## src/rtl/pwm_duty_capture.sv

```systemverilog
// PWM receive decoder: synchronises pwm_in, measures high-time and period of
// each rise-to-rise frame, and reports a stuck line after TIMEOUT idle clocks.
module pwm_duty_capture #(
    parameter int W           = 8,
    parameter int SYNC_STAGES = 2,
    parameter int TIMEOUT     = 512
) (
    input  logic           clk,
    input  logic           rst,
    input  logic           pwm_in,
    output logic [W-1:0]   duty,
    output logic [W+1:0]   period,
    output logic           valid,
    output logic           stuck
);

    localparam int CW = W + 2;
    localparam logic [CW-1:0] TO_RUN  = CW'(TIMEOUT);
    localparam logic [CW-1:0] TO_IDLE = CW'(TIMEOUT - 1);
    localparam logic [CW-1:0] SAT_LIM = CW'({W{1'b1}});

    typedef enum logic {SEEK, RUN} state_t;

    logic [SYNC_STAGES-1:0] sync_p0;
    logic                   pwm_s;
    logic                   pwm_d_p1;
    logic                   rise;
    state_t                 state;
    logic [CW-1:0]          per_cnt;
    logic [CW-1:0]          hi_cnt;
    logic [CW-1:0]          idle_cnt;

    function automatic logic [W-1:0] sat_duty(input logic [CW-1:0] v);
        return (v > SAT_LIM) ? {W{1'b1}} : v[W-1:0];
    endfunction

    // Stage p0/p1: synchroniser chain and edge-detect flop
    always_ff @(posedge clk) begin
        if (rst) begin
            sync_p0  <= '0;
            pwm_d_p1 <= 1'b0;
        end else begin
            sync_p0  <= {sync_p0[SYNC_STAGES-2:0], pwm_in};
            pwm_d_p1 <= pwm_s;
        end
    end

    assign pwm_s = sync_p0[SYNC_STAGES-1];
    assign rise  = pwm_s & ~pwm_d_p1;

    // Stage p2: frame measurement FSM with registered reports
    always_ff @(posedge clk) begin
        if (rst) begin
            state    <= SEEK;
            per_cnt  <= '0;
            hi_cnt   <= '0;
            idle_cnt <= '0;
            duty     <= '0;
            period   <= '0;
            valid    <= 1'b0;
            stuck    <= 1'b0;
        end else begin
            valid <= 1'b0;
            case (state)
                SEEK: begin
                    // First edge only arms; idle_cnt holds clocks already spent idle.
                    if (rise) begin
                        state    <= RUN;
                        per_cnt  <= CW'(1);
                        hi_cnt   <= CW'(1);
                        idle_cnt <= '0;
                    end else if (idle_cnt == TO_IDLE) begin
                        duty     <= pwm_s ? {W{1'b1}} : '0;
                        period   <= '0;
                        stuck    <= 1'b1;
                        valid    <= 1'b1;
                        idle_cnt <= '0;
                    end else begin
                        idle_cnt <= idle_cnt + CW'(1);
                    end
                end
                RUN: begin
                    if (rise) begin
                        period  <= per_cnt;
                        duty    <= sat_duty(hi_cnt);
                        stuck   <= 1'b0;
                        valid   <= 1'b1;
                        per_cnt <= CW'(1);
                        hi_cnt  <= CW'(1);
                    end else if (per_cnt == TO_RUN) begin
                        duty     <= pwm_s ? {W{1'b1}} : '0;
                        period   <= '0;
                        stuck    <= 1'b1;
                        valid    <= 1'b1;
                        state    <= SEEK;
                        per_cnt  <= '0;
                        hi_cnt   <= '0;
                        idle_cnt <= '0;
                    end else begin
                        per_cnt <= per_cnt + CW'(1);
                        hi_cnt  <= hi_cnt + {{(CW-1){1'b0}}, pwm_s};
                    end
                end
                default: state <= SEEK;
            endcase
        end
    end

endmodule
```

## config.mk

```make
export PLATFORM = sky130hd
export DESIGN_NAME = pwm_duty_capture
export DESIGN_NICKNAME = d
export VERILOG_FILES = /design/src/rtl/pwm_duty_capture.sv
export SDC_FILE = /design/constraint.sdc
export NUM_CORES = 1
export LEC_CHECK = 0
export BUFFER_PORTS_ARGS = -buffer_cell sky130_fd_sc_hd__buf_2
export CAP_MARGIN = 20
export CORE_MARGIN = 10
export CORE_UTILIZATION = 40
export DETAILED_ROUTE_END_ITERATION = 10
export HOLD_SLACK_MARGIN = 0.05
export SLEW_MARGIN = 10
export SYNTH_ARGS = -nofsm -noshare
export SYNTH_HDL_FRONTEND = slang
export SYNTH_SLANG_ARGS = --single-unit
```

## constraint.sdc

```tcl
create_clock -name clk -period 2.3 [get_ports clk]
set_input_delay 0.46 -clock clk [delete_from_list [all_inputs] [get_ports clk]]
set_output_delay 0.46 -clock clk [all_outputs]
set_load 0.05 [all_outputs]
```

==> results of run 1 <==
==> power by group through the flow <==
stage	registers (W)	logic, W	clock network, W
2_1_floorplan	0.000995	0.0000847	0
3_3_place_gp	0.000985	0.000132	0
3_5_place_dp	0.000985	0.000134	0
4_1_cts	0.000964	0.000134	0.000681
5_1_grt	0.000966	0.000150	0.000711
6_report	0.000964	0.000133	0.000659
==> cell usage in the layout, fill, tap and decap left out, types with 5 or more instances in the layout <==
master and count:
dfxtp_1 54, nor3_1 6, o32ai_1 10, nand2_1 25, a21oi_1 10, clkbuf_8 5
inv_1 15, mux2i_1 9, a31oi_1 9, nor2_1 16, o21ai_0 22, nand2b_1 21
ha_1 5, buf_4 9, nand3_1 19, buf_2 22
==> worst max-delay path by stage <==
stage                     start          end  slack [ns]  cells after the start
floorplan           idle_cnt[0]      duty[0]        0.50                      6
global placement    idle_cnt[0]      duty[7]        0.33                      6
global route        idle_cnt[0]      duty[6]        0.11                      6
CTS                  sync_p0[1]  idle_cnt[5]        0.24                      5
detailed placement  idle_cnt[0]      duty[0]        0.26                      6
finish              idle_cnt[0]      duty[0]        0.28                      6
==> flip-flops by register name, indices dropped and copies added (netlist names) <==
| register | flops |
|---|---|
| sync_p0 | 2 |
| per_cnt | 10 |
| hi_cnt | 10 |
| valid | 1 |
| state | 1 |
| idle_cnt | 10 |
| duty | 8 |
| stuck | 1 |
| period | 10 |
| pwm_d_p1 | 1 |
==> layer usage <==
layer / global-route usage (%) / wire length [um] / vias up
met4: 3.59 / 72 / 0
li1: - / - / 1125
met2: 18.9 / 2540 / 37
met5: 0 / 0 / -
met1: 15.5 / 2870 / 1017
met3: 3.23 / 250 / 8
==> cells in the mapped netlist (3+ instances only) <==
cell type / instances / area (sq um)
a32o_1: 4 / 40.0
o21ai_0: 22 / 110
xor2_1: 4 / 35.0
clkbuf_1: 11 / 41.3
inv_1: 15 / 56.3
nor4_1: 3 / 18.8
nand2_1: 25 / 93.8
nand2b_1: 21 / 131
nand3_1: 19 / 95.1
and3_1: 4 / 25.0
nand4_1: 4 / 25.0
a31oi_1: 9 / 56.3
dfxtp_1: 54 / 1080
o32ai_1: 10 / 87.6
nor2b_1: 4 / 25.0
mux2i_1: 9 / 90.1
a22o_1: 3 / 26.3
or3b_1: 3 / 26.3
nor2_1: 16 / 60.1
a21oi_1: 10 / 50.1
nor3_1: 7 / 35.0
ha_1: 5 / 62.6
o211ai_1: 3 / 22.5
==> area by class of cell <==
cell class	count	area (sq um)	area share [%]
Sequential cell	54	1080	36.9
Clock inverter	3	47.5	1.62
Multi-Input combinational cell	213	1380	47.1
Inverter	15	56.3	1.92
Clock buffer	5	68.8	2.35
Tap cell	77	96.3	3.29
Timing Repair Buffer	32	198	6.76
==> kinds of logic after synthesis <==
family | count (synthesis) | synth area share (%)
AO/OA/AOI/OAI | 74 | 20.3
XOR/XNOR | 4 | 1.35
adder cells (fa/ha/maj) | 5 | 2.42
buffers and inverters | 30 | 5.13
flip-flops | 54 | 41.8
multiplexers | 9 | 3.48
AND/OR/NAND/NOR | 121 | 25.6
==> critical path, cell delays in order, from the launching register on <==
cell and delay (ns):
dfxtp_1 0.43, ha_1 0.23, nand3_2 0.15, or4_4 0.56, a21oi_2 0.20, buf_12 0.19, mux2i_1 0.20
==> stage by stage <==
stage | utilization [%] | hold slack, ns | instances
after floorplan | - | 0.414 | 297
after global placement | 44.4 | 0.454 | 391
after detailed placement | 44.4 | 0.449 | 391
after CTS | 46.3 | 0.389 | 399
after global routing | 46.4 | 0.387 | 399
final | 46.4 | 0.397 | 399
==> repair_timing <==
item / in CTS / in global routing
setup endpoints to repair: 0 / 1
buffers inserted: 0 / 0
resized for setup: 0 / 1
==> impl_metrics.json, run 1 <==
{
  "clock_path_buffers": 2,
  "grt_usage_pct": 12.0,
  "remaining_drc_errors": 0,
  "cts_tree": "yes",
  "reg2reg_to": "duty[0]",
  "n_antenna_cell": 0,
  "r2r_setup_slack_ns": 0.28,
  "fill_cells": 645,
  "period_share_pct": 87.8,
  "dieArea_sq_um": 10100,
  "stdcell_area_sq_um": 2930,
  "synth-edff-count": 0,
  "drive_gt1_share_pct": 15.2,
  "clk_pin_slew_worst_paths_ns": 0.10,
  "cts_made_buffers": 5,
  "maxCapViolations": 0,
  "antenna_found_initial": 0,
  "post-route-min-period_ns": 2.02,
  "place_ws_ns": 0.260,
  "r2r_cells": 6,
  "core-area_sq_um": 6310,
  "async_flop_share_pct": 0,
  "placementRows": 29,
  "drt_wl_total_um": 5730,
  "hpwl_um": 4150,
  "syn_area_sq_um": 2590,
  "internal_power_w": 0.00133,
  "tightest_slew_ns": 0.698,
  "p_total_w": 0.00176,
  "via_per_inst": 5.48,
  "cts_max_level": 2,
  "p_sw_share_pct": 24.4,
  "worstPathRequired_ns": 2.55,
  "synth_cell_types": 48,
  "leakagePower_nw": 1.03,
  "p_comb_share_pct": 7.6,
  "wl_per_cell_um": 14.4,
  "hold_viol": 0,
  "finalMaxSlewViolations": 0,
  "path_class": "reg -> reg",
  "via_count": 2187,
  "die_x_um": 100,
  "cp.arrival_ns": 2.27,
  "status": "completed",
  "r2r_start": "idle_cnt[0]",
  "fin_tns_setup_ns": 0,
  "ir_drop_uv": 259,
  "finClkSkew_ns": 0.0121,
  "die_h_um": 100,
  "area_delta_synth_final_pct": 13.1,
  "p_sw_w": 0.000428,
  "placed_area_sq_um": 2810,
  "ys_seq_area_share_pct": 41.8,
  "grt_start_max_net_pins": 31,
  "place.port_buffers": 22,
  "slew_headroom_pct": 53.3,
  "crit_fanout": 20,
  "first_pass_iters": 4,
  "ios": 23,
  "gp_congestion": 0.819,
  "clock_power_share_pct": 37.5,
  "power-per-cell-area_nw_per_um2": 600,
  "clock-sinks": 54,
  "syn-num-nets": 305,
  "synth_seq_cells": 54,
  "drtAntennaViolNets": 0,
  "max_freq_mhz": 495,
  "ctsRootBufferMaster": "clkbuf_8",
  "min_from": "pwm_in",
  "postCtsHoldBufs": 0,
  "worstSetupStartpointType": "flop",
  "hold_path_depth": 2,
  "insertion_delay_ns": 0.31,
  "synth_cells": 297,
  "layout.nets": 329,
  "grt_pass1_vias": 2116,
  "ys.flop_type": "dfxtp_1",
  "rsz0062_at_grt": "no",
  "setup_viol": 0,
  "drtIter0Drc": 187,
  "grt_pass1_wl_um": 10100,
  "grt_overflow": 0,
  "pwr-share-seq_pct": 54.9,
  "end_kind": "flop",
  "holdPathEnd": "sync_p0[0]",
  "setup_ws_ns": 0.280,
  "min_path_type": "in -> reg",
  "synth_warnings": 0,
  "start_util_pct": 41.0,
  "avgSynthCellArea_sq_um": 8.71
}
Power figures use the tool's default switching activity.
==> run 2: changes to the inputs <==
Settings changed: ABC_AREA from default to 1, CELL_PAD_IN_SITES_DETAIL_PLACEMENT from default to 1, CELL_PAD_IN_SITES_GLOBAL_PLACEMENT from default to 1, PLACE_DENSITY_LB_ADDON from default to 0.1.
==> run 2 against run 1 <==
Worst hold slack worse by 0.060 ns. Maximum frequency up 0.72%. Global-route usage up 2.2 points. Utilization down 1.6 points. Setup slack better by 0.014 ns. Critical endpoint is now period[7]. First-iteration DRC count down 39%.
==> impl_metrics.json, run 2 <==
{
  "status": "completed",
  "postCtsHoldBufs": 0,
  "layout.nets": 460,
  "synth_warnings": 0,
  "max_freq_mhz": 499,
  "synth_seq_cells": 54,
  "power-per-cell-area_nw_per_um2": 559,
  "finalMaxSlewViolations": 0,
  "first_pass_iters": 4,
  "cts_made_buffers": 5,
  "fin_tns_setup_ns": 0,
  "ios": 23,
  "clock_path_buffers": 2,
  "placementRows": 31,
  "setup_viol": 0,
  "drtAntennaViolNets": 0,
  "ys_top_cells_by_count": "nand2_1 (120), dfxtp_1 (54), nor2_1 (44), inv_1 (40), nand3_1 (39)",
  "grt_overflow": 0,
  "start_util_pct": 40.9,
  "area_delta_synth_final_pct": 9.32,
  "period_share_pct": 87.2,
  "final_cell_mix": "nand2_1 (120), dfxtp_1 (54), nor2_1 (44), inv_1 (40), nand3_1 (39)",
  "syn_area_sq_um": 2950,
  "synth_top_area_share_pct": 36.6,
  "reg2reg_to": "period[7]",
  "clock-sinks": 54,
  "hpwl_um": 5700,
  "synth_cells": 434,
  "post_cts_resized": 0,
  "endpoint": "period[7]",
  "slew_headroom_pct": 62.1,
  "stdcell_area_sq_um": 3230,
  "r2r_setup_slack_ns": 0.29,
  "hold_viol": 0,
  "drt_wl_total_um": 7800,
  "min_path_type": "in -> reg",
  "antenna_found_initial": 0,
  "syn-num-nets": 442,
  "post-route-min-period_ns": 2.01,
  "post_cts_buffers": 0,
  "avgSynthCellArea_sq_um": 6.80,
  "dieArea_sq_um": 11200,
  "placed_area_sq_um": 3150,
  "finClkSkew_ns": 0.0109,
  "place.port_buffers": 22,
  "insertion_delay_ns": 0.32,
  "ys.flop_type": "dfxtp_1",
  "yosysMostFrequentCell": "nand2_1",
  "gp_congestion": 0.791,
  "final_cells": 551,
  "tightest_slew_ns": 0.569,
  "ir_drop_uv": 233,
  "ctsRootBufferMaster": "clkbuf_8",
  "synth-edff-count": 0,
  "crit_fanout": 16,
  "path_class": "reg -> reg",
  "remaining_drc_errors": 0,
  "hold_ws_ns": 0.336,
  "wl_per_cell_um": 14.1,
  "via_per_inst": 5.02,
  "grt_start_max_net_pins": 26,
  "final_common_cell": "nand2_1",
  "n_antenna_cell": 0,
  "ys_seq_area_share_pct": 36.6,
  "drive_gt1_share_pct": 17.5,
  "worstPathRequired_ns": 2.52,
  "rsz0062_at_grt": "no",
  "r2r_start": "per_cnt[0]",
  "crit_path_start": "per_cnt[0]",
  "async_flop_share_pct": 0,
  "worstSetupStartpointType": "flop",
  "final_util_pct": 44.7,
  "maxCapViolations": 0,
  "grt_pass1_vias": 2785,
  "dp.cells": 544,
  "drtIter0Drc": 115,
  "cts_tree": "yes",
  "yosys-top-cells-area": "dfxtp_1 (37%), nand2_1 (15%), nand3_1 (6.6%)",
  "leakagePower_nw": 1.29,
  "core-area_sq_um": 7210,
  "cts_max_level": 2,
  "synth_cell_types": 33,
  "grt_usage_pct": 14.2,
  "end_kind": "flop",
  "clk_pin_slew_worst_paths_ns": 0.10,
  "cp.arrival_ns": 2.23,
  "r2r_cells": 7,
  "grt_pass1_wl_um": 13400,
  "die_h_um": 106,
  "yosys.area.top_type": "dfxtp_1",
  "via_count": 2767,
  "die_x_um": 106
}
[run 2: changes by cell type after synthesis, sizes merged, moves of 7 or more]
cell | before | now
nor2 | 16 | 73
a21oi | 11 | 36
nand3 | 20 | 43
mux2i | 9 | 0
buf | 4 | 11
inv | 15 | 44
nor3 | 8 | 1
a31oi | 9 | 1
o32ai | 10 | 0
nand2b | 21 | 0
nand2 | 25 | 125
[run 2: worst max-delay path, stage by stage (launching register included)]
cell	delay, ns
dfxtp_1	0.39
inv_1	0.12
ha_1	0.21
nand3_2	0.19
o21bai_4	0.45
nand3_2	0.29
nor2_1	0.19
nor2_1	0.06
[run 2: per-stage QoR]
stage	worst slack [ns]	total power, W
finish	0.295	0.00181
detailed placement	0.312	0.00129
floorplan	0.825	0.00122
global route	0.149	0.00190
global placement	0.326	0.00129
CTS	0.276	0.00184
[run 2: cell families (layout without fill, tap and decap cells)]
| logic type | after synthesis | after routing | share of synthesized area, % |
|---|---|---|---|
| DFF | 54 | 54 | 36.6 |
| adders and majority gates | 5 | 5 | 2.12 |
| xor gates and xnor gates | 1 | 1 | 0.297 |
| buffers and inverters | 60 | 78 | 8.69 |
| and+or+nand+nor | 255 | 255 | 41.4 |
| AOI/OAI and AO/OA | 59 | 59 | 10.9 |
[run 2: routing by layer]
metal	up-vias	part of all wire [%]	GRT usage, %	routed length [um]
li1	1416	-	-	-
met5	-	0	0	0
met3	5	2.7	2.96	211
met4	0	0.92	3.48	72
met2	27	47	23.0	3630
met1	1319	50	18.8	3880
[run 2: how the worst min path moves through the flow]
stage	slack, ns	cells after the start	end	from
2_1_floorplan	0.39	2	sync_p0[1]	sync_p0[0]
3_3_place_gp	0.40	2	sync_p0[1]	sync_p0[0]
3_5_place_dp	0.40	2	sync_p0[1]	sync_p0[0]
4_1_cts	0.33	3	sync_p0[0]	pwm_in
5_1_grt	0.34	3	sync_p0[0]	pwm_in
6_report	0.34	3	sync_p0[0]	pwm_in
[run 2: cell type report]
| class | count | area, sq um |
|---|---|---|
| clock buffers | 5 | 68.8 |
| clock inverters | 2 | 13.8 |
| fillers | 992 | 3990 |
| inverters | 44 | 165 |
| multi-input cells | 320 | 1620 |
| flip-flops and latches | 54 | 1080 |
| well taps | 99 | 124 |
| repair buffers | 27 | 160 |
[run 2: power breakdown]
group / leakage, nW / total [W] / switching (W) / internal (W)
sequential: 0.438 / 0.000988 / 0.0000217 / 0.000966
clock: 0.0444 / 0.000543 / 0.000331 / 0.000212
combinational: 0.806 / 0.000275 / 0.000200 / 0.0000754
total: 1.29 / 0.00181 / 0.000553 / 0.00125
==> run 3: changes to the inputs <==
Settings changed: CORE_ASPECT_RATIO from default to 2.
==> run 3 against run 2 <==
Sequential share of layout area down 0.74 points. Non-clock buffer count up 4. Global-route usage up 0.34 points. Via count about the same. Register-to-register slack better by 0.09 ns. Clock-buffer cell count unchanged. Routed wire length up 0.18%. Critical endpoint unchanged. Maximum frequency up 4.8%. Largest power group unchanged. Setup slack better by 0.092 ns. Power up 13%. Flip-flop and latch count unchanged.
==> impl_metrics.json, run 3 (same netlist as run 2, synthesis figures left out) <==
{
  "max_freq_mhz": 523,
  "worstPathRequired_ns": 2.50,
  "cts_max_level": 2,
  "clock-sinks": 54,
  "hpwl_um": 5960,
  "area_delta_synth_final_pct": 11.8,
  "path_class": "reg -> reg",
  "hold_ws_ns": 0.359,
  "via_per_inst": 5.04,
  "clock_path_buffers": 2,
  "core-area_sq_um": 7210,
  "wl_per_cell_um": 14.2,
  "ir_drop_uv": 358,
  "grt_usage_pct": 14.5,
  "status": "completed",
  "end_kind": "flop",
  "cts_tree": "yes",
  "drtAntennaViolNets": 0,
  "n_antenna_cell": 0,
  "final_cells": 549,
  "antenna_found_initial": 0,
  "post_cts_resized": 0,
  "fin_tns_setup_ns": 0,
  "period_share_pct": 83.2,
  "hold_viol": 0,
  "cp.arrival_ns": 2.11,
  "drt_wl_total_um": 7810,
  "place.port_buffers": 22,
  "die_h_um": 142,
  "remaining_drc_errors": 0,
  "p_total_w": 0.00204,
  "die_x_um": 80.8,
  "drive_gt1_share_pct": 18.4,
  "min_path_type": "in -> reg",
  "slew_headroom_pct": 61.1,
  "clk_pin_slew_worst_paths_ns": 0.07,
  "final_util_pct": 45.8,
  "multi_input_area_sq_um": 1620,
  "via_count": 2769,
  "grt_overflow": 0,
  "grt_pass1_vias": 2936,
  "first_pass_iters": 4,
  "leakagePower_nw": 1.33,
  "tightest_slew_ns": 0.584,
  "power-per-cell-area_nw_per_um2": 617,
  "final_cell_mix": "nand2_1 (120), dfxtp_1 (54), nor2_1 (44), inv_1 (40), nand3_1 (39)",
  "finClkSkew_ns": 0.00337,
  "drtIter0Drc": 115,
  "placementRows": 44,
  "crit_fanout": 16,
  "postCtsHoldBufs": 0,
  "setup_viol": 0,
  "rsz0062_at_grt": "no",
  "worstSetupStartpointType": "flop",
  "cts_made_buffers": 5,
  "dp.cells": 541,
  "dieArea_sq_um": 11400,
  "insertion_delay_ns": 0.30,
  "start_util_pct": 40.9,
  "post-route-min-period_ns": 1.91,
  "post_cts_buffers": 0,
  "grt_start_max_net_pins": 23,
  "fill_cells": 966,
  "grt_pass1_wl_um": 13500,
  "finalMaxSlewViolations": 0,
  "layout.nets": 464,
  "gp_congestion": 0.818,
  "ios": 23,
  "maxCapViolations": 0,
  "seqCellArea_sq_um": 1080,
  "ctsRootBufferMaster": "clkbuf_16",
  "final_common_cell": "nand2_1"
}
## run 3: changes by cell type in the layout (fill, tap and decap cells not counted), sizes merged
cell	before	now
clkinvlp	0	1
clkinv	1	2
buf	27	31
inv	45	44
## run 3: where the power goes
part / switching [W] / total, W / leakage (nW) / internal [W]
Sequential: 0.0000221 / 0.000988 / 0.438 / 0.000966
Clock: 0.000370 / 0.000774 / 0.0698 / 0.000404
Combinational: 0.000197 / 0.000274 / 0.821 / 0.0000765
Total: 0.000589 / 0.00204 / 1.33 / 0.00145
## run 3: final cells by class
class	instances	share of cell area, %
inverters	44	5.00
clock buffers	5	3.79
clock inverters	3	0.644
repair buffers	31	5.38
multi-input cells	320	48.9
flip-flops and latches	54	32.8
well taps	92	3.49
## run 3: worst max-delay path, stage by stage, from the launching register on
cell and delay, ns:
dfxtp_1 0.38, inv_1 0.13, ha_1 0.17, nand3_2 0.17, o21bai_4 0.43, nand3_2 0.30, nor2_1 0.17, nor2_1 0.06
## run 3: worst paths after layout
path	start	depth (start not counted)	end	slack (ns)
worst max-delay path	per_cnt[0]	7	period[7]	0.39
worst min-delay path	pwm_in	3	sync_p0[0]	0.36
worst max register to register	per_cnt[0]	7	period[7]	0.39
worst min register to register	sync_p0[0]	2	sync_p0[1]	0.40
## run 3: stage by stage
step / instance area, sq um / worst slack [ns]
2_1_floorplan: 2950 / 0.825
3_3_place_gp: 3150 / 0.341
3_5_place_dp: 3150 / 0.372
4_1_cts: 3300 / 0.340
5_1_grt: 3300 / 0.173
6_report: 3300 / 0.386
## run 3: per-layer routing
layer  vias to the layer above  global-route usage [%]  share of wire (%)
met5                         -                       0                  0
met4                         0                    5.77                2.2
met2                        39                    26.9                 55
li1                       1425                       -                  -
met1                      1292                    15.2                 39
met3                        13                    2.72                3.8
